--- src/rtl/audio_pkg.sv ---
// rtl/audio_pkg.sv - shared types and lane helper for the audio sample engine
package audio_pkg;

    typedef enum logic [1:0] {
        MODE_LIVE  = 2'b00,
        MODE_ROM   = 2'b01,
        MODE_FLIVE = 2'b10,
        MODE_FROM  = 2'b11
    } mode_e;

    typedef enum logic [1:0] {
        IDLE = 2'd0,
        CALC = 2'd1,
        EMIT = 2'd2
    } state_e;

    // Bit offset of a channel inside a packed multi-channel frame.
    function automatic int lane_lsb(input int lane, input int width);
        return lane * width;
    endfunction

endpackage

--- src/rtl/audio_sample_engine_if.sv ---
// rtl/audio_sample_engine_if.sv - CODEC frame handshake bundle
interface audio_sample_engine_if #(
    parameter int DATA_W = 24,
    parameter int NCH    = 2
);
    logic                  read_ready;
    logic                  write_ready;
    logic [NCH*DATA_W-1:0] readdata;
    logic                  read;
    logic                  write;
    logic                  frame_strobe;
    logic [NCH*DATA_W-1:0] writedata;

    // CODEC side
    modport master (
        output read_ready, write_ready, readdata,
        input  read, write, frame_strobe, writedata
    );

    // Sample engine side
    modport slave (
        input  read_ready, write_ready, readdata,
        output read, write, frame_strobe, writedata
    );
endinterface

--- src/rtl/moving_avg_lane.sv ---
// rtl/moving_avg_lane.sv - per-channel delay line and running-sum moving average
module moving_avg_lane #(
    parameter int DATA_W    = 24,
    parameter int TAPS_LOG2 = 3
) (
    input  logic              clk,
    input  logic              rst_n,
    input  logic              load,
    input  logic              update,
    input  logic              flush,
    input  logic [DATA_W-1:0] sample,
    output logic [DATA_W-1:0] raw,
    output logic [DATA_W-1:0] avg
);
    localparam int TAPS  = 1 << TAPS_LOG2;
    localparam int ACC_W = DATA_W + TAPS_LOG2;

    logic        [DATA_W-1:0]    line [TAPS];
    logic        [TAPS_LOG2-1:0] wr_ptr;
    logic        [DATA_W-1:0]    sample_q;
    logic signed [ACC_W-1:0]     acc;
    logic signed [ACC_W-1:0]     acc_next;
    logic signed [ACC_W-1:0]     acc_base;
    logic signed [ACC_W-1:0]     newest;
    logic signed [ACC_W-1:0]     oldest;

    // Running sum: a flush makes both the sum and the dropped sample read as zero
    always_comb begin
        acc_base = flush ? '0 : acc;
        newest   = {{TAPS_LOG2{sample_q[DATA_W-1]}}, sample_q};
        oldest   = flush ? '0 : {{TAPS_LOG2{line[wr_ptr][DATA_W-1]}}, line[wr_ptr]};
        acc_next = acc_base + newest - oldest;
        avg      = DATA_W'(acc_next >>> TAPS_LOG2);
    end

    assign raw = sample_q;

    // Capture the selected sample at acceptance, then shift it into history
    always_ff @(posedge clk or negedge rst_n) begin
        if (!rst_n) begin
            sample_q <= '0;
            acc      <= '0;
            wr_ptr   <= '0;
            for (int i = 0; i < TAPS; i++) line[i] <= '0;
        end else begin
            if (load) sample_q <= sample;
            if (update) begin
                if (flush) begin
                    for (int i = 0; i < TAPS; i++) line[i] <= '0;
                end
                line[wr_ptr] <= sample_q;
                acc          <= acc_next;
                wr_ptr       <= wr_ptr + TAPS_LOG2'(1);
            end
        end
    end
endmodule

--- src/rtl/audio_sample_engine.sv ---
// rtl/audio_sample_engine.sv - frame sequencer: source select, filtering and CODEC handshake
module audio_sample_engine
    import audio_pkg::*;
#(
    parameter int DATA_W    = 24,
    parameter int NCH       = 2,
    parameter int ROM_DEPTH = 96000,
    parameter int ADDR_W    = $clog2(ROM_DEPTH),
    parameter int TAPS_LOG2 = 3
) (
    input  logic              CLOCK_50,
    input  logic              reset_n,
    input  logic [1:0]        mode,
    audio_sample_engine_if.slave codec,
    output logic [ADDR_W-1:0] rom_addr,
    input  logic [DATA_W-1:0] rom_q
);
    state_e                state;
    state_e                state_next;
    mode_e                 mode_q;
    logic                  flush_q;
    logic                  settled;
    logic                  restarted;
    logic                  accept;
    logic                  restart;
    logic                  advance;
    logic                  emit;
    logic                  calc;
    logic [NCH*DATA_W-1:0] frame_next;
    logic [NCH*DATA_W-1:0] writedata_q;

    // FSM state register
    always_ff @(posedge CLOCK_50 or negedge reset_n) begin
        if (!reset_n) state <= IDLE;
        else          state <= state_next;
    end

    // Next state; a ROM source is accepted only once rom_q reflects a settled address
    always_comb begin
        state_next = state;
        accept     = 1'b0;
        restart    = 1'b0;
        advance    = 1'b0;
        emit       = 1'b0;
        case (state)
            IDLE: begin
                restart = mode[0] && !mode_q[0] && !restarted;
                if (codec.read_ready && codec.write_ready && !restart && (!mode[0] || settled)) begin
                    accept     = 1'b1;
                    state_next = CALC;
                end
            end
            CALC: state_next = EMIT;
            EMIT: begin
                emit       = 1'b1;
                advance    = mode_q[0];
                state_next = IDLE;
            end
            default: state_next = IDLE;
        endcase
    end

    assign calc               = (state == CALC);
    assign codec.read         = emit;
    assign codec.write        = emit;
    assign codec.frame_strobe = emit;
    assign codec.writedata    = writedata_q;

    // Mode latch, source-change flush flag and ROM address sequencing
    always_ff @(posedge CLOCK_50 or negedge reset_n) begin
        if (!reset_n) begin
            mode_q    <= MODE_LIVE;
            flush_q   <= 1'b0;
            restarted <= 1'b0;
            settled   <= 1'b1;
            rom_addr  <= '0;
        end else begin
            settled <= !(restart || advance);
            if (accept) begin
                mode_q    <= mode_e'(mode);
                flush_q   <= mode[0] ^ mode_q[0];
                restarted <= 1'b0;
            end else if (restart) begin
                restarted <= 1'b1;
            end
            if (restart)
                rom_addr <= '0;
            else if (advance)
                rom_addr <= (rom_addr == ADDR_W'(ROM_DEPTH - 1)) ? '0 : rom_addr + ADDR_W'(1);
        end
    end

    // Output frame is registered at the end of CALC and held until the next CALC
    always_ff @(posedge CLOCK_50 or negedge reset_n) begin
        if (!reset_n)  writedata_q <= '0;
        else if (calc) writedata_q <= frame_next;
    end

    for (genvar k = 0; k < NCH; k++) begin : g_lane
        logic [DATA_W-1:0] src;
        logic [DATA_W-1:0] raw;
        logic [DATA_W-1:0] avg;

        assign src = mode[0] ? rom_q : codec.readdata[lane_lsb(k, DATA_W) +: DATA_W];

        moving_avg_lane #(
            .DATA_W   (DATA_W),
            .TAPS_LOG2(TAPS_LOG2)
        ) u_lane (
            .clk   (CLOCK_50),
            .rst_n (reset_n),
            .load  (accept),
            .update(calc),
            .flush (flush_q),
            .sample(src),
            .raw   (raw),
            .avg   (avg)
        );

        assign frame_next[lane_lsb(k, DATA_W) +: DATA_W] = mode_q[1] ? avg : raw;
    end
endmodule
--- src/flat_wrapper.sv ---
// flat-port wrapper written by rule: the top's interface ports become plain ports
module audio_sample_engine_flat import audio_pkg::*;
#(
    parameter int DATA_W    = 24,
    parameter int NCH       = 2,
    parameter int ROM_DEPTH = 96000,
    parameter int ADDR_W    = $clog2(ROM_DEPTH),
    parameter int TAPS_LOG2 = 3
)
  (CLOCK_50, reset_n, mode, rom_addr, rom_q, codec_read_ready, codec_write_ready, codec_readdata, codec_read, codec_write, codec_frame_strobe, codec_writedata);
  audio_sample_engine_if #(.DATA_W(DATA_W), .NCH(NCH)) codec_i ();
  input  logic CLOCK_50;
  input  logic reset_n;
  input  logic [1:0] mode;
  output logic [ADDR_W-1:0] rom_addr;
  input  logic [DATA_W-1:0] rom_q;
  input wire logic [$bits(codec_i.read_ready)-1:0] codec_read_ready;
  input wire logic [$bits(codec_i.write_ready)-1:0] codec_write_ready;
  input wire logic [$bits(codec_i.readdata)-1:0] codec_readdata;
  output wire logic [$bits(codec_i.read)-1:0] codec_read;
  output wire logic [$bits(codec_i.write)-1:0] codec_write;
  output wire logic [$bits(codec_i.frame_strobe)-1:0] codec_frame_strobe;
  output wire logic [$bits(codec_i.writedata)-1:0] codec_writedata;
  assign codec_i.read_ready = codec_read_ready;
  assign codec_i.write_ready = codec_write_ready;
  assign codec_i.readdata = codec_readdata;
  assign codec_read = codec_i.read;
  assign codec_write = codec_i.write;
  assign codec_frame_strobe = codec_i.frame_strobe;
  assign codec_writedata = codec_i.writedata;
  audio_sample_engine #(.DATA_W(DATA_W), .NCH(NCH), .ROM_DEPTH(ROM_DEPTH), .ADDR_W(ADDR_W), .TAPS_LOG2(TAPS_LOG2)) u_core (.CLOCK_50(CLOCK_50), .reset_n(reset_n), .mode(mode), .codec(codec_i), .rom_addr(rom_addr), .rom_q(rom_q));
endmodule
--- config.mk ---
export PLATFORM = sky130hd
export DESIGN_NAME = audio_sample_engine_flat
export DESIGN_NICKNAME = d
export VERILOG_FILES = /design/src/rtl/audio_pkg.sv /design/src/rtl/audio_sample_engine_if.sv /design/src/rtl/moving_avg_lane.sv /design/src/rtl/audio_sample_engine.sv /design/src/flat_wrapper.sv
export SDC_FILE = /design/constraint.sdc
export NUM_CORES = 1
export LEC_CHECK = 0
export ABC_AREA = 1
export CAP_MARGIN = 10
export CORE_MARGIN = 2
export CORE_UTILIZATION = 31
export CTS_CLUSTER_SIZE = 30
export DETAILED_ROUTE_END_ITERATION = 10
export HOLD_SLACK_MARGIN = 0.08
export PLACE_DENSITY_LB_ADDON = 0.15
export SYNTH_ARGS = -nofsm -noshare
export SYNTH_HDL_FRONTEND = slang
export SYNTH_HIERARCHICAL = 1
export SYNTH_SLANG_ARGS = --single-unit
--- constraint.sdc ---
create_clock -name CLOCK_50 -period 8.9 [get_ports CLOCK_50]
set_clock_uncertainty 0.2 [all_clocks]
set_input_delay 2.225 -clock CLOCK_50 [delete_from_list [all_inputs] [get_ports CLOCK_50]]
set_output_delay 2.225 -clock CLOCK_50 [all_outputs]
set_load 0.02 [all_outputs]
; ---- Yosys cells after proc, flatten, opt, wreduce, memory -nomap -nowiden
; Index checks and enable logic that the tools add are counted.
[word_totals]
out_inout_bits = 68
word_cells = 100
regBits = 564
inputBits = 78
[op_classes]
magnitude_cmp = 4
muxes = 36
eq_ne = 4
reduce_logical = 17
n_bitwise = 3
add_sub_neg = 7
[op_table]
columns = operator, n
row1 = $mux W192, 4
row2 = $bwmux W192, 2
row3 = $mux W24, 10
row4 = $bmux W24 S3, 2
row5 = $demux W24 S3, 2
row6 = $mux W27, 4
row7 = $add A27 B24 Y27, 2
row8 = $sub A27 B27 Y27, 2
row9 = $mux W17, 3
row10 = $add A17 B1 Y17 const B, 1
row11 = $eq A17 B17 Y1 const B, 1
row12 = $ge A4 B4 Y1 const B, 2
row13 = $lt A4 B1 Y1 const B, 2
row14 = $not A3 Y4, 2
row15 = $logic_and A1 B1 Y1, 7
row16 = $mux W1, 7
row17 = $add A3 B1 Y3 const B, 2
row18 = $logic_not A1 Y1, 5
row19 = $pmux W2 S2, 1
row20 = $reduce_bool A2 Y1, 2
row21 = $eq A2 B1 Y1 const B, 1
row22 = $eq A2 B2 Y1 const B, 1
row23 = $logic_not A2 Y1, 1
row24 = $logic_or A1 B1 Y1, 2
row25 = 3 further kinds, 3

; ---- Logic depth before layout (Yosys ltp)
; Gate-level depths: netlist of the first run.
[logic_depth]
word_depth = 9
mapped_depth = 26
mapped_depth_nobuf = 24

; ---- By module
; Netlist of the first run, hierarchy kept.
[modules_own_cells]
columns = mod, area_each_um2, seq_area_each_um2, instances, cells_each
row1 = moving_avg_lane at u_core.g_lane[0].u_lane, 13148.9, 6155.9, 1, 1589
row2 = moving_avg_lane at u_core.g_lane[1].u_lane, 12966.2, 6155.9, 1, 1556
row3 = audio_sample_engine, 4108.9, 1803.0, 1, 595

; ---- Worst setup path after synthesis of the first run
; OpenSTA, ideal clock, no wires.
[synth_path]
path_kind = input port to flip-flop
from = input port mode[0]
to = register u_core.g_lane[0].u_lane.sample_q[13]
slack_ns = 4.951
t_required_ns = 8.615
arrival_ns = 3.664
stages = 8
cell_sequence = ha_1 -> nand2_1 -> nand4_1 -> nor3_2 -> clkbuf_1 -> clkbuf_1 -> nand2_1 -> o21ai_0
[synth_between]
elab_chain_len = 7
elab_cells_between_ends = 10
classes_between = 3 x mux / 7 x reduce/logical
[synth_rtl]
columns = element, line
row1 = "start, declared", flat_wrapper.sv:14  ; input logic [1:0] mode;
row2 = $logic_and A1 B1 Y1 (2 in a row), audio_sample_engine.sv:47  ; restart = mode[0] && !mode_q[0] && !restarted;
row3 = $logic_not A1 Y1, audio_sample_engine.sv:48  ; if (codec.read_ready && codec.write_ready && !restart && (!mode[0] || settled)) begin
row4 = $logic_and A1 B1 Y1, audio_sample_engine.sv:48
row5 = $logic_and A1 B1 Y1 *, audio_sample_engine.sv:48
row6 = $mux W1 *, audio_sample_engine.sv:48
row7 = $mux W1 *, audio_sample_engine.sv:45  ; case (state)
row8 = named net u_core.accept, audio_sample_engine.sv:24  ; logic accept;
row9 = "end signal, assigned", moving_avg_lane.sv:46  ; if (load) sample_q <= sample;
row10 = "end, declared", moving_avg_lane.sv:20  ; logic [DATA_W-1:0] sample_q;
; Mark *: on every way through the listed nets, which the timed path passes. The rest lies on a longest branch.
; A chain may end at the register's enable or synchronous reset.

; ---- Worst setup path after layout of the first run
[layout_path]
from = register u_core.g_lane[1].u_lane.wr_ptr[2]
to = register u_core.writedata_q[45] (netlist: u_core/codec.writedata[45])
[layout_between]
elab_chain_len = 7
[layout_rtl]
columns = element, line
row1 = "start, declared", moving_avg_lane.sv:19  ; logic [TAPS_LOG2-1:0] wr_ptr;
row2 = "start signal, assigned", moving_avg_lane.sv:53  ; wr_ptr <= wr_ptr + TAPS_LOG2'(1);
row3 = $not A3 Y4 (implied by the code), moving_avg_lane.sv:31  ; oldest = flush ? '0 : {{TAPS_LOG2{line[wr_ptr][DATA_W-1]}}, line[wr_ptr]};
row4 = $bmux W24 S3, moving_avg_lane.sv:31
row5 = $mux W24 (implied by the code) (2 in a row), moving_avg_lane.sv:31
row6 = $mux W27, moving_avg_lane.sv:31
row7 = $sub A27 B27 Y27, moving_avg_lane.sv:32  ; acc_next = acc_base + newest - oldest;
row8 = named net u_core.g_lane[1].avg[21], audio_sample_engine.sv:102  ; logic [DATA_W-1:0] avg;
row9 = $mux W24, audio_sample_engine.sv:120  ; assign frame_next[lane_lsb(k, DATA_W) +: DATA_W] = mode_q[1] ? avg : raw;
row10 = "end signal, assigned", audio_sample_engine.sv:96  ; else if (calc) writedata_q <= frame_next;
row11 = "end, declared", audio_sample_engine.sv:30  ; logic [NCH*DATA_W-1:0] writedata_q;
; The timed path passes the listed nets, and every way through them passes these cells. The select of a mux whose other input is x is not followed.

==> results of run 1 <==
-- cells in the final DEF (no fill, tap or decap), types with 12 or more instances in the layout --
cell             netlist  routed
a31oi_1               63      63
nand4_1               34      34
clkinv_1              43      43
nand3_1              302     302
o22ai_1              226     226
clkdlybuf4s50_1        0     143
nor2_1               184     184
o21ai_1               50      50
dfrtp_1              563     561
o21ai_0              311     311
a21oi_1               93      93
and2_1                24      24
inv_1                478     477
buf_4                 58      21
nand2_2               27      27
inv_2                 23      24
clkinv_2               0      12
clkbuf_1              79      15
nand2_1              828     826
fa_1                  52      52
clkbuf_8               0      13
a22oi_1               36      36
clkbuf_16              0      75
xor2_1                28      28
ha_1                  60      60
-- cell type report --
type | count | area share [%]
Clock buffer | 103 | 6.08
Timing Repair Buffer | 170 | 4.86
Clock inverter | 24 | 0.835
Tap cell | 1276 | 4.59
Antenna cell | 1 | 0.00720
Multi-Input combinational cell | 2401 | 37.1
Inverter | 544 | 5.88
Sequential cell | 564 | 40.6
-- per-stage QoR --
step / utilization, % / std cells / setup WS, ns / instance area (sq um) / hold slack, ns
CTS: 35.9 / 5082 / 4.07 / 34700 / 0.274
global route: 35.9 / 5082 / 3.71 / 34700 / 0.292
finish: 35.9 / 5083 / 3.99 / 34800 / 0.271
floorplan: - / 3740 / 4.95 / 30200 / 0.242
detailed placement: 33.4 / 4955 / 3.90 / 32300 / 0.261
global placement: 33.4 / 4955 / 4.05 / 32300 / 0.255
-- kinds of logic (layout without fill, tap and decap cells) --
kind of cell	after synthesis	count (layout)	share of synthesized area, %
and+or+nand+nor	1430	1430	20.0
AOI/OAI and AO/OA	825	825	15.7
buffers and inverters	775	841	10.7
DFF	564	564	46.7
adders and majority gates	112	112	5.93
xor gates and xnor gates	34	34	0.985
other	0	1	0
-- per-layer routing --
| layer | up-vias | GRT usage (%) | part of all wire [%] |
|---|---|---|---|
| met5 | - | 0 | 0.049 |
| met1 | 12500 | 30.5 | 47 |
| li1 | 12300 | - | - |
| met2 | 735 | 32.2 | 44 |
| met4 | 10 | 6.54 | 2.3 |
| met3 | 142 | 3.72 | 6.3 |
-- sequential cells by signal, indices dropped and copies added (netlist names) --
| signal | count |
|---|---|
| u_core/mode_q | 2 |
| u_core/flush_q | 1 |
| u_core/settled | 1 |
| u_core/state | 2 |
| u_core/g_lane.u_lane/wr_ptr | 6 |
| u_core/codec.writedata | 48 |
| u_core/g_lane.u_lane/raw | 48 |
| u_core/g_lane.u_lane/acc | 54 |
| u_core/g_lane.u_lane/line | 384 |
| u_core/rom_addr | 17 |
| u_core/restarted | 1 |
-- how the worst min path moves through the flow --
| stage | from | end | slack (ns) | cells past startpoint |
|---|---|---|---|---|
| after global placement | u_core/g_lane[1].u_lane/acc[0] | u_core/g_lane[1].u_lane/acc[0] | 0.26 | 2 |
| after CTS | u_core/g_lane[1].u_lane/acc[0] | u_core/g_lane[1].u_lane/acc[0] | 0.27 | 2 |
| after floorplan | u_core/g_lane[0].u_lane/acc[0] | u_core/g_lane[0].u_lane/acc[0] | 0.24 | 2 |
| final | u_core/g_lane[1].u_lane/acc[0] | u_core/g_lane[1].u_lane/acc[0] | 0.27 | 2 |
| after detailed placement | u_core/g_lane[1].u_lane/acc[0] | u_core/g_lane[1].u_lane/acc[0] | 0.26 | 2 |
| after global routing | u_core/g_lane[0].u_lane/acc[11] | u_core/g_lane[0].u_lane/acc[11] | 0.29 | 2 |
-- worst reg2reg max path: stages (launching register included) --
cell and delay, ns:
dfrtp_1 0.45, inv_1 0.10, nor2_1 0.06, nand2_2 0.42, inv_2 0.25, a22oi_1 0.29
nand2_1 0.08, o31ai_1 0.73, inv_1 0.26, fa_1 0.54, inv_1 0.05, ha_1 0.33
nand2_1 0.12, nor3_1 0.27, nand3_1 0.14, nand3_1 0.10, nand2_1 0.06, and2_1 0.16
nand2_1 0.07, a31oi_1 0.08
==> impl_metrics.ini, run 1 <==
[global_routing]
grt_max_degree = 128
grt_overflow = 0
track_usage_pct = 21.1
grt_pass1_wl_um = 160000
antenna_found_initial = 5
grt_pass1_vias = 25000

[cts]
cts_resized = 0
cts-buffers-inserted = 72
htree_num_levels = 3
ctsRootBufferMaster = clkbuf_16
ctsHoldBuffers = 0
cts_sinks = 564
clock_path_buffers = 3
cts_tree = done
cts_setup_buffers = 0
clk_latency_ns = 0.62
clk_pin_slew_ns = 0.06

[job]
max_cap_viol_count = 0

[yosys]
synth_warnings = 6
syn_nets = 3930
synth_cell_types = 45
ys.flop_type = dfrtp_1
synthArstFlopShare_pct = 100
synth_seq_cells = 564
syn_avg_cell_area_sq_um = 8.08
synth-edff-count = 0
synth.area.top_cells = dfrtp_1 47%, nand2_1 10%, inv_1 5.9%
yosysTopAreaCell = dfrtp_1
ys_seq_area_share_pct = 46.7
syn_area_sq_mm = 0.0302
synth_cells = 3740
yosys-top-cells-count = 828 x nand2_1, 563 x dfrtp_1, 478 x inv_1
yosys.area.top_type_share_pct = 46.6
synth_most_common_cell = nand2_1

[critical_path]
critPathMaxFanout = 17
cp-startpoint = u_core/g_lane[1].u_lane/wr_ptr[2]
worstReg2RegEnd = u_core/codec.writedata[45]
cp_slowest_cell = o31ai_1
path_common_cell = nand2_1
reg2reg_slack_ns = 3.99
cp.required_ns = 9.17
endpoint = u_core/codec.writedata[45]
critical_path_class = reg2reg
slowest_delay_ns = 0.73
cp_top_family = simple AND/OR/NAND/NOR gates
crit_path_end_kind = flop
cp_data_arrival_time_ns = 5.17
cp-start-kind = flop
r2r_cells = 19
critPathBufInv = 4
r2r-start = u_core/g_lane[1].u_lane/wr_ptr[2]
cp_cell_sequence = inv_1 > nor2_1 > nand2_2 > inv_2 > a22oi_1 > nand2_1 > o31ai_1 > inv_1 > fa_1 > inv_1 > ha_1 > nand2_1 > nor3_1 > nand3_1 > nand3_1 > nand2_1 > and2_1 > nand2_1 > a31oi_1
cp.depth = 19

[layout]
register_area_sq_mm = 0.0141
multi_input_area_sq_mm = 0.0129
fin_nets = 3943
final_layout_size_suffix_gt1_share_pct = 5.57
fill_cells = 10200
syn2layout_area_growth_pct = 15.0

[detailed_routing]
dr.first_iter.drc_count = 2167
wl_per_cell_um = 20.9
num_vias = 25700
wl_um = 106000
via_per_inst = 5.06
detail-route-antenna-nets = 0
drc = 0
dr.pass1.iters = 6

[sta]
timing.final.crit_share_pct = 55.1
worst_pin_slew_ns = 1.13
maxSlewHeadroom_pct = 24.8
finalSetupViolCount = 0
rsz0062_at_grt = no
fmax_mhz = 204
period_minus_slack_ns = 4.91
finalSetupTns_ns = 0
hold_viol = 0
slew_violations = 0

[floorplan]
die_h_um = 316
coreArea_sq_mm = 0.0967
die_w_um = 316
num_io_pins = 146
num_rows = 114
start_util_pct = 31.3
die_area_sq_mm = 0.100

[placed_design]
hpwl_um = 70700
io_buffer_count = 145
routabilityCongestion = 0.904

[run_status]
outcome = completed

[hold_path]
min_path_type = reg2reg
Power of run 1 is not shown: default switching activity piles up to over one toggle a cycle in this logic, so the estimate is an artifact.
==> run 2, diff against run 1 <==
Clock period 8.9 ns to 4.9 ns, I/O delays scaled along.
==> run 2 against run 1 <==
Net effect: worst setup slack lost 3.6 ns; critical path depth shrank 3; worst hold slack gained 0.0014 ns; fmax grew 7.9%; design area grew 1.4%; die area is the same; first-iteration DRC count shrank 6.5%; register-to-register slack lost 3.6 ns; largest cell class unchanged; count of clock-buffer cells in the layout shrank 6; critical endpoint unchanged; highest routed layer unchanged; flip-flop and latch count is the same.
==> impl_metrics.ini, run 2 (synthesized netlist as in run 1, its figures left out) <==
[critical_path]
crit_path_end_kind = flop
cp.required_ns = 5.14
critical_path_class = reg2reg
critPathMaxFanout = 22
cp_data_arrival_time_ns = 4.79
cp-start-kind = flop

[sta]
rsz0062_at_grt = no
finalSetupTns_ns = 0
period_minus_slack_ns = 4.55
timing.final.crit_share_pct = 92.8
hold_viol = 0
fmax_mhz = 220
maxSlewHeadroom_pct = 27.5
worst_pin_slew_ns = 1.09
slew_violations = 0
finalSetupViolCount = 0

[layout]
largest_register_ffs = 384
diodes = 0
reg_top3 = u_core/g_lane.u_lane/line: 384 flops, u_core/g_lane.u_lane/acc: 54 flops
regMostFlops = u_core/g_lane.u_lane/line
mostFrequentLayoutCell = nand2_1
final_cell_mix = 825 x nand2_1, 561 x dfrtp_1, 477 x inv_1, 311 x o21ai_0, 302 x nand3_1
final_layout_size_suffix_gt1_share_pct = 7.11
syn2layout_area_growth_pct = 16.6
fin_nets = 4005
fill_cells = 10200

[floorplan]
num_rows = 114
die_area_sq_mm = 0.100
coreArea_sq_mm = 0.0967
die_w_um = 316
start_util_pct = 31.3
die_h_um = 316
num_io_pins = 146

[detailed_routing]
dr.pass1.iters = 5
dr.first_iter.drc_count = 2026
wl_um = 108000
via_per_inst = 5.07
detail-route-antenna-nets = 0
drc = 0
num_vias = 26000
wl_per_cell_um = 21.0

[cts]
htree_num_levels = 3
cts-buffers-inserted = 71
clock_path_buffers = 3
cts_sinks = 564
cts_setup_buffers = 0
cts_tree = done
clk_latency_ns = 0.63
clk_pin_slew_ns = 0.06
ctsRootBufferMaster = clkbuf_16

[run_status]
outcome = completed

[global_routing]
grt_overflow = 0
grt_pass1_wl_um = 163000
antenna_found_initial = 7
grt_pass1_vias = 25800
grt_max_degree = 94
track_usage_pct = 21.5

[placed_design]
routabilityCongestion = 0.897
io_buffer_count = 145
hpwl_um = 75200

[hold_path]
min_path_type = reg2reg

[job]
max_cap_viol_count = 0
run 2: cell count changes in the layout (fill, tap and decap cells not counted), sizes merged:
cell / before / now
buf: 27 / 90
clkbuf: 103 / 97
clkinv: 56 / 57
clkinvlp: 2 / 5
inv: 504 / 503
diode: 1 / 0
run 2: path summary, 6_finish.rpt:
check,start,end,slack (ns),depth (start not counted)
setup reg to reg,u_core/g_lane[1].u_lane/wr_ptr[0],u_core/codec.writedata[45],0.35,16
hold reg to reg,u_core/g_lane[1].u_lane/acc[1],u_core/g_lane[1].u_lane/acc[1],0.27,2
setup / recovery,u_core/g_lane[1].u_lane/wr_ptr[0],u_core/codec.writedata[45],0.35,16
hold / removal,u_core/g_lane[1].u_lane/acc[1],u_core/g_lane[1].u_lane/acc[1],0.27,2
max in group asynchronous,reset_n,u_core/g_lane[1].u_lane/line[5],3.08,2
min in group asynchronous,reset_n,u_core/g_lane[0].u_lane/line[119],0.45,1
run 2: metal layers:
metal  vias up  wire, um  share of wire (%)  GRT usage (%)
met5         -        30              0.028              0
met4         4      2720                2.5           6.59
met3       144      6850                6.4           3.79
met2       715     47000                 44           32.9
met1     12700     51200                 47           31.0
li1      12500         -                  -              -
run 2: final cells by class:
type                       instances  area [sq um]  area share, %
sequential                       564         14100           40.0
clock buffer                      97          2030           5.75
tap                             1276          1600           4.53
clock inverter                    27           332          0.941
multi-input combinational       2401         12900           36.6
inverter                         544          2040           5.79
timing repair buffer             233          2220           6.31
run 2: per-stage QoR:
stage	instances	util (%)	setup WS (ns)	area (sq um)	hold WS, ns
2_1_floorplan	3740	-	1.35	30200	0.242
3_3_place_gp	5018	34.0	0.330	32900	0.259
3_5_place_dp	5018	34.0	0.364	32900	0.262
4_1_cts	5142	36.4	0.355	35200	0.276
5_1_grt	5142	36.5	0.0672	35300	0.296
6_report	5142	36.5	0.350	35300	0.272
run 2: critical path, stage by stage (launching register included):
cell,delay [ns]
dfrtp_1,0.57
inv_2,0.13
nand2_1,0.17
inv_2,0.27
a221oi_1,0.66
a21oi_1,0.30
fa_1,0.55
inv_1,0.04
ha_1,0.39
nand2_1,0.15
nor3_1,0.29
nand3_1,0.16
nand3_1,0.11
nand2_1,0.06
and2_1,0.15
nand2_1,0.07
a31oi_1,0.08
run 2: what timing repair did:
item,4_1_cts,5_1_grt
gates resized for setup,0,3
endpoints found under the setup margin,0,1
hold buffers,0,0
Power of run 2 is left out for the same reason.
